## config.mk

```make
export PLATFORM = sky130hd
export DESIGN_NAME = seg_scan_driver_flat
export DESIGN_NICKNAME = d
export VERILOG_FILES = /design/src/rtl/seg_scan_if.sv /design/src/rtl/seg_scan_driver.sv /design/src/flat_wrapper.sv
export SDC_FILE = /design/constraint.sdc
export NUM_CORES = 1
export LEC_CHECK = 0
export BUFFER_PORTS_ARGS = -buffer_cell sky130_fd_sc_hd__buf_2
export CORE_ASPECT_RATIO = 0.7
export CORE_MARGIN = 10
export CORE_UTILIZATION = 55
export CTS_CLUSTER_SIZE = 10
export DETAILED_ROUTE_END_ITERATION = 6
export PLACE_DENSITY_LB_ADDON = 0.25
export SKIP_CTS_REPAIR_TIMING = 1
export SLEW_MARGIN = 25
export SYNTH_ARGS = -nofsm -noshare
export SYNTH_HDL_FRONTEND = slang
export SYNTH_SLANG_ARGS = --single-unit
```

## constraint.sdc

```tcl
create_clock -name clk -period 6.1 [get_ports clk]
set_clock_uncertainty 0.1 [all_clocks]
set_input_delay 1.525 -clock clk [delete_from_list [all_inputs] [get_ports clk]]
set_output_delay 1.525 -clock clk [all_outputs]
set_load 0.02 [all_outputs]
```

## src/rtl/seg_scan_if.sv

```systemverilog
// Bundle between the watch core and the display scanner.
// Defining SEG_DIM_EN adds the 3-bit bright input.
interface seg_scan_if;
  logic       enable;
  logic [7:0] seg5;
  logic [7:0] seg4;
  logic [7:0] seg3;
  logic [7:0] seg2;
  logic [7:0] seg1;
  logic [7:0] seg0;
  logic [5:0] blink_mask;
  logic [7:0] seg_o;
  logic [5:0] dig_o;
  logic       frame_o;
`ifdef SEG_DIM_EN
  logic [2:0] bright;

  modport master (
    output enable, seg5, seg4, seg3, seg2, seg1, seg0, blink_mask, bright,
    input  seg_o, dig_o, frame_o
  );

  modport slave (
    input  enable, seg5, seg4, seg3, seg2, seg1, seg0, blink_mask, bright,
    output seg_o, dig_o, frame_o
  );
`else
  modport master (
    output enable, seg5, seg4, seg3, seg2, seg1, seg0, blink_mask,
    input  seg_o, dig_o, frame_o
  );

  modport slave (
    input  enable, seg5, seg4, seg3, seg2, seg1, seg0, blink_mask,
    output seg_o, dig_o, frame_o
  );
`endif
endinterface

```

## src/rtl/seg_scan_driver.sv

```systemverilog
// Time-multiplexed six-digit seven-segment scanner with blank time, blinking and frame strobe.
// Defining SEG_DIM_EN enables PWM brightness control through bus.bright.
module seg_scan_driver #(
  parameter int DIGIT_TICKS = 1000,
  parameter int BLANK_TICKS = 50,
  parameter int BLINK_TICKS = 500000
) (
  input logic      clk,
  input logic      rst,
  seg_scan_if.slave bus
);

  localparam int SW = $clog2(DIGIT_TICKS);
  localparam int BW = $clog2(BLINK_TICKS);
  localparam logic [SW-1:0] SLOT_LAST  = SW'(DIGIT_TICKS - 1);
  localparam logic [SW-1:0] BLANK_LAST = SW'(BLANK_TICKS - 1);
  localparam logic [BW-1:0] BLINK_LAST = BW'(BLINK_TICKS - 1);

  typedef enum logic [1:0] {
    IDLE  = 2'd0,
    BLANK = 2'd1,
    SHOW  = 2'd2
  } state_t;

  state_t        state_reg;
  logic [2:0]    index_reg;
  logic [SW-1:0] slot_reg;
  logic [BW-1:0] blink_cnt_reg;
  logic          blink_phase_reg;
  logic [7:0]    shadow_seg_reg;
  logic          shadow_blk_reg;
  logic [7:0]    seg_reg;
  logic [5:0]    dig_reg;
  logic          frame_reg;
  logic [7:0]    seg_sel;
  logic          blk_sel;
  logic          lit;

  always_comb begin
    seg_sel = bus.seg0;
    blk_sel = bus.blink_mask[0];
    case (index_reg)
      3'd0: begin seg_sel = bus.seg0; blk_sel = bus.blink_mask[0]; end
      3'd1: begin seg_sel = bus.seg1; blk_sel = bus.blink_mask[1]; end
      3'd2: begin seg_sel = bus.seg2; blk_sel = bus.blink_mask[2]; end
      3'd3: begin seg_sel = bus.seg3; blk_sel = bus.blink_mask[3]; end
      3'd4: begin seg_sel = bus.seg4; blk_sel = bus.blink_mask[4]; end
      3'd5: begin seg_sel = bus.seg5; blk_sel = bus.blink_mask[5]; end
      default: begin seg_sel = bus.seg0; blk_sel = bus.blink_mask[0]; end
    endcase
  end

`ifdef SEG_DIM_EN
  logic [2:0] pwm_reg;
  assign lit = (pwm_reg <= bus.bright);
`else
  assign lit = 1'b1;
`endif

  always_ff @(posedge clk or posedge rst) begin
    if (rst) begin
      state_reg       <= IDLE;
      index_reg       <= 3'd0;
      slot_reg        <= '0;
      blink_cnt_reg   <= '0;
      blink_phase_reg <= 1'b0;
      shadow_seg_reg  <= 8'h00;
      shadow_blk_reg  <= 1'b0;
      seg_reg         <= 8'h00;
      dig_reg         <= 6'h00;
      frame_reg       <= 1'b0;
`ifdef SEG_DIM_EN
      pwm_reg         <= 3'd0;
`endif
    end else begin
      // Blink timing runs regardless of enable so the phase stays steady across re-enables.
      if (blink_cnt_reg == BLINK_LAST) begin
        blink_cnt_reg   <= '0;
        blink_phase_reg <= ~blink_phase_reg;
      end else begin
        blink_cnt_reg <= blink_cnt_reg + 1'b1;
      end

      seg_reg   <= 8'h00;
      dig_reg   <= 6'h00;
      frame_reg <= 1'b0;

      if (!bus.enable) begin
        state_reg <= IDLE;
        index_reg <= 3'd0;
        slot_reg  <= '0;
      end else begin
        case (state_reg)
          IDLE: begin
            state_reg <= BLANK;
            index_reg <= 3'd0;
            slot_reg  <= '0;
          end
          BLANK: begin
            // Snapshot once per slot so core updates never tear a digit mid-display.
            if (slot_reg == '0) begin
              shadow_seg_reg <= seg_sel;
              shadow_blk_reg <= blk_sel;
            end
            if (slot_reg == BLANK_LAST) begin
              state_reg <= SHOW;
`ifdef SEG_DIM_EN
              pwm_reg   <= 3'd0;
`endif
            end
            slot_reg <= slot_reg + 1'b1;
          end
          SHOW: begin
            if (lit) begin
              dig_reg <= 6'(1) << index_reg;
              seg_reg <= (shadow_blk_reg && blink_phase_reg) ? 8'h00 : shadow_seg_reg;
            end
`ifdef SEG_DIM_EN
            pwm_reg <= pwm_reg + 3'd1;
`endif
            frame_reg <= (index_reg == 3'd5) && (slot_reg == SLOT_LAST);
            if (slot_reg == SLOT_LAST) begin
              slot_reg  <= '0;
              state_reg <= BLANK;
              index_reg <= (index_reg == 3'd5) ? 3'd0 : index_reg + 3'd1;
            end else begin
              slot_reg <= slot_reg + 1'b1;
            end
          end
          default: begin
            state_reg <= IDLE;
            index_reg <= 3'd0;
            slot_reg  <= '0;
          end
        endcase
      end
    end
  end

  assign bus.seg_o   = seg_reg;
  assign bus.dig_o   = dig_reg;
  assign bus.frame_o = frame_reg;

endmodule

```

## src/flat_wrapper.sv

```systemverilog
// flat-port wrapper written by rule: the top's interface ports become plain ports
module seg_scan_driver_flat 
#(
  parameter int DIGIT_TICKS = 1000,
  parameter int BLANK_TICKS = 50,
  parameter int BLINK_TICKS = 500000
)
  (clk, rst, bus_enable, bus_seg5, bus_seg4, bus_seg3, bus_seg2, bus_seg1, bus_seg0, bus_blink_mask, bus_seg_o, bus_dig_o, bus_frame_o);
  seg_scan_if bus_i ();
  input logic clk;
  input logic rst;
  input wire logic [$bits(bus_i.enable)-1:0] bus_enable;
  input wire logic [$bits(bus_i.seg5)-1:0] bus_seg5;
  input wire logic [$bits(bus_i.seg4)-1:0] bus_seg4;
  input wire logic [$bits(bus_i.seg3)-1:0] bus_seg3;
  input wire logic [$bits(bus_i.seg2)-1:0] bus_seg2;
  input wire logic [$bits(bus_i.seg1)-1:0] bus_seg1;
  input wire logic [$bits(bus_i.seg0)-1:0] bus_seg0;
  input wire logic [$bits(bus_i.blink_mask)-1:0] bus_blink_mask;
  output wire logic [$bits(bus_i.seg_o)-1:0] bus_seg_o;
  output wire logic [$bits(bus_i.dig_o)-1:0] bus_dig_o;
  output wire logic [$bits(bus_i.frame_o)-1:0] bus_frame_o;
  assign bus_i.enable = bus_enable;
  assign bus_i.seg5 = bus_seg5;
  assign bus_i.seg4 = bus_seg4;
  assign bus_i.seg3 = bus_seg3;
  assign bus_i.seg2 = bus_seg2;
  assign bus_i.seg1 = bus_seg1;
  assign bus_i.seg0 = bus_seg0;
  assign bus_i.blink_mask = bus_blink_mask;
  assign bus_seg_o = bus_i.seg_o;
  assign bus_dig_o = bus_i.dig_o;
  assign bus_frame_o = bus_i.frame_o;
  seg_scan_driver #(.DIGIT_TICKS(DIGIT_TICKS), .BLANK_TICKS(BLANK_TICKS), .BLINK_TICKS(BLINK_TICKS)) u_core (.clk(clk), .rst(rst), .bus(bus_i));
endmodule
```

After elaboration in Yosys (flattened, before gate mapping) --
Index checks and enable logic that the tools add are counted.
Storage, ports and cells: logic and storage cells 56, input port bits 57, output and inout bits 15, register bits 59
Operators by class: reduce and logical (&&, ||, !) cells 7, $add $sub $neg 3, eq/ne operators 13, multiplexer cells 21, shift operators 1, bitwise operators 1
Operators by type and width (count):
- $pmux 8 s5 | 1
- $mux 8 | 3
- $mux 10 | 2
- $pmux 10 s2 | 1
- $add 19x1->19 const B | 1
- $eq 19x19->1 const B | 1
- $mux 19 | 1
- $mux 6 | 2
- $add 10x1->10 const B | 1
- $eq 10x10->1 const B | 1
- $eq 10x6->1 const B | 1
- $logic_not 10->1 | 1
- $mux 3 | 3
- $eq 3x2->1 const B | 2
- $eq 3x3->1 const B | 2
- $mux 2 | 3
- $ne 3x2->1 const B | 2
- $pmux 2 s3 | 1
- $pmux 3 s2 | 1
- $shl 1x3->6 const A | 1
- $pmux 1 s5 | 1
- $reduce_and 2->1 | 2
- $add 3x1->3 const B | 1
- $eq 3x1->1 const B | 1
- 8 further kinds | 10

Logic depth before layout (Yosys ltp) --
depth in word-level cells 5, gate-level depth with buffers 8, gate-level depth less buffers 6

Least setup slack after synthesis --
Ideal clock, no wire load.
path kind input port to flip-flop, start input bus_enable, end register u_core.slot_reg[3], setup slack 3.732 ns, path buffers 1, data arrival time 2.196 ns, setup time 0.071 ns, required time 5.929 ns, stages on the path 5, cell sequence and2_1 o31ai_4 a21bo_1 buf_4 nor2_1
Between the ends: cells in the longest elaborated chain, start to end 1
RTL lines:
- start, declared | line flat_wrapper.sv:12 | input wire logic [$bits(bus_i.enable)-1:0] bus_enable;
- $mux 10 | line seg_scan_driver.sv:88 | if (!bus.enable) begin
- end signal, assigned | line seg_scan_driver.sv:111 | slot_reg <= slot_reg + 1'b1;
- end signal, assigned | line seg_scan_driver.sv:127 | slot_reg <= slot_reg + 1'b1;
- end, declared | line seg_scan_driver.sv:27 | logic [SW-1:0] slot_reg;
Every way passes these cells. A chain may end at the register's enable or synchronous reset.

Worst setup path in the final report --
start register u_core.dig_reg[0], in the netlist u_core.bus.dig_o[0], end output bus_dig_o[0]
RTL lines:
- start, declared | line seg_scan_driver.sv:33 | logic [5:0] dig_reg;
- start signal, assigned | line seg_scan_driver.sv:115 | dig_reg <= 6'(1) << index_reg;
- end, declared | line flat_wrapper.sv:21 | output wire logic [$bits(bus_i.dig_o)-1:0] bus_dig_o;
No word-level cell between the ends.

==> results_dict.tcl <==
set metrics [dict create \
    status "completed" \
    critPathMaxStageDelay_ns 0.37 \
    peakVddDrop_mv 0.149 \
    wl_per_cell_um 16.3 \
    initial_core_util_pct 56.1 \
    cts_made_buffers 9 \
    grt_max_degree 60 \
    grt_pass1_wl_um 12600 \
    post-synth-top-count-cell "dfrtp_1" \
    viasPerCell 5.52 \
    drive_gt1_share_pct 25.8 \
    core_um2 5640 \
    largest_register_ffs 19 \
    die_x_um 111 \
    yosysSeqAreaShare_pct 46.7 \
    vias 2574 \
    first_global_vias 2522 \
    routed_wl_um 7600 \
    avgSynthCellArea_um2 10.0 \
    worst_slew_pin_slew_ns 0.716 \
    rows 23 \
    critPathSlowestCell "dfrtp_1" \
    clk_latency_ns 0.34 \
    cp_max_fo 1 \
    critPathBufInv 1 \
    cts_max_level 3 \
    synth_common_cells "dfrtp_1, nand2_1, o21ai_1, nor2_1, inv_1" \
    clkTransAtPathRegs_ns 0.06 \
    diodes 0 \
    hpwl_um 5840 \
    power.switching_uw 197 \
    rsz0062_at_grt "no" \
    io_buffers 71 \
    fin_setup_tns_ns 0 \
    seqPwrFrac_pct 50.1 \
    globalplace.congestion 0.853 \
    path_delay_family "flip-flops" \
    slew_headroom_pct 52.3 \
    hold_viol_final 0 \
    synth_area_um2 3160 \
    ys_async_sr_fraction_pct 100 \
    synth-seq-cells 59 \
    synth_area_leaders "dfrtp_1, xnor2_1, ha_1" \
    grt.total_usage_pct 16.6 \
    yosys.area.top_type_share_pct 46.7 \
    cts_buffer_depth 2 \
    p_int_uw 653 \
    syn_nets 382 \
    root_buffer "clkbuf_8" \
    ys_warn_count 0 \
    cts_sinks 59 \
    antenna_found_initial 0 \
    fmax_mhz 401 \
    synth-edff-count 0 \
    io_pins 72 \
    synthToLayoutAreaGrowth_pct 18.9 \
    path_cells "buf_2" \
    ys.flop_type "dfrtp_1" \
    power_frac_comb_pct 7.7 \
    die_area_um2 9230 \
    cts_tree "done" \
    fin_crit_ns 2.49 \
    drv_slew 0 \
    critPathLaunchType "flop" \
    swShare_pct 23.2 \
    nets 452 \
    required_ns 4.47 \
    ys_types 47 \
    setup_viol 0 \
    critPathCaptureType "primary output" \
    synth_top_cell_by_area "dfrtp_1" \
    power.total_uw 850 \
    maxCapViolCount 0 \
    p_clk_share_pct 42.2 \
    period_share_pct 40.9 \
    hp-class "reg -> reg" \
    ant_nets 0 \
    drc 0 \
    die_y_um 83.5 \
    drt-pass1-iter-count 4 \
    crit_type "reg -> out" \
    p_leak_uw 0.00179 \
    arrival_ns 0.87 \
    netlist_instances 316 \
    drt_iter0_drc 202 \
    p_per_area_nw_per_um2 226 \
    grt-ovfl-total 0 \
]
## area by class of cell
cell class / count / area, um^2
clock buffer: 12 / 155
clock inverter: 4 / 48.8
fill: 466 / 1880
inverter: 17 / 63.8
multi-input combinational: 227 / 1560
sequential: 59 / 1480
tap: 75 / 93.8
timing repair buffer: 72 / 363
## through the flow
stage | util (%) | std cells | setup slack (ns) | cell area, um^2 | hold slack (ns)
4_1_cts | 66.6 | 466 | 3.57 | 3760 | 0.368
3_3_place_gp | 63.0 | 450 | 3.48 | 3550 | 0.348
6_report | 66.7 | 466 | 3.61 | 3760 | 0.360
2_1_floorplan | - | 316 | 3.02 | 3160 | 0.329
3_5_place_dp | 63.0 | 450 | 3.40 | 3550 | 0.356
5_1_grt | 66.7 | 466 | 3.52 | 3760 | 0.390
## metal layers
metal | routed length, um | global-route usage (%) | vias up
met2 | 3700 | 25.5 | 63
met1 | 3370 | 21.4 | 1226
met5 | 0 | 0 | -
li1 | - | - | 1275
met4 | 102 | 6.01 | 0
met3 | 424 | 5.39 | 10
## cells in the final DEF (no fill, tap or decap), drive strengths merged, types with 13 or more instances in the layout
cell	netlist	layout
a21oi	15	15
and2	14	14
buf	10	72
dfrtp	59	59
inv	17	17
nand2	21	21
nor2	19	19
nor3	15	15
o21ai	24	24
xnor2	13	13
## worst paths after layout
path / depth (start not counted) / slack, ns / from / endpoint
max: 1 / 3.61 / u_core.bus.dig_o[0]$_DFF_PP0_ / bus_dig_o[0]
min: 1 / 0.36 / u_core.blink_cnt_reg[18]$_DFF_PP0_ / u_core.blink_cnt_reg[18]$_DFF_PP0_
max reg2reg: 5 / 3.63 / u_core.index_reg[2]$_DFFE_PP0P_ / u_core.shadow_seg_reg[5]$_DFFE_PP0P_
min reg2reg: 1 / 0.36 / u_core.blink_cnt_reg[18]$_DFF_PP0_ / u_core.blink_cnt_reg[18]$_DFF_PP0_
max in group asynchronous: 3 / 4.10 / rst / u_core.index_reg[0]$_DFFE_PP0P_
min in group asynchronous: 3 / 1.28 / rst / u_core.bus.seg_o[6]$_DFF_PP0_
## kinds of logic (layout without fill, tap and decap cells)
family          Yosys count  in the layout  share of synthesized area [%]
simple gates            120            120                           22.5
buf+inv                  30            105                           4.07
fa+ha+maj                 9              9                           3.56
compound gates           66             66                           13.9
mux                      11             11                           3.48
flops                    59             59                           46.7
xor+xnor                 21             21                           5.81
## power by group through the flow
stage | sequential [uW] | combinational [uW] | clock [uW]
3_3_place_gp | 434 | 62.3 | 0
5_1_grt | 428 | 74.2 | 390
6_report | 426 | 65.1 | 359
4_1_cts | 426 | 65.9 | 370
2_1_floorplan | 428 | 38.6 | 0
3_5_place_dp | 433 | 65.5 | 0
(Power assumes the default switching activity.)
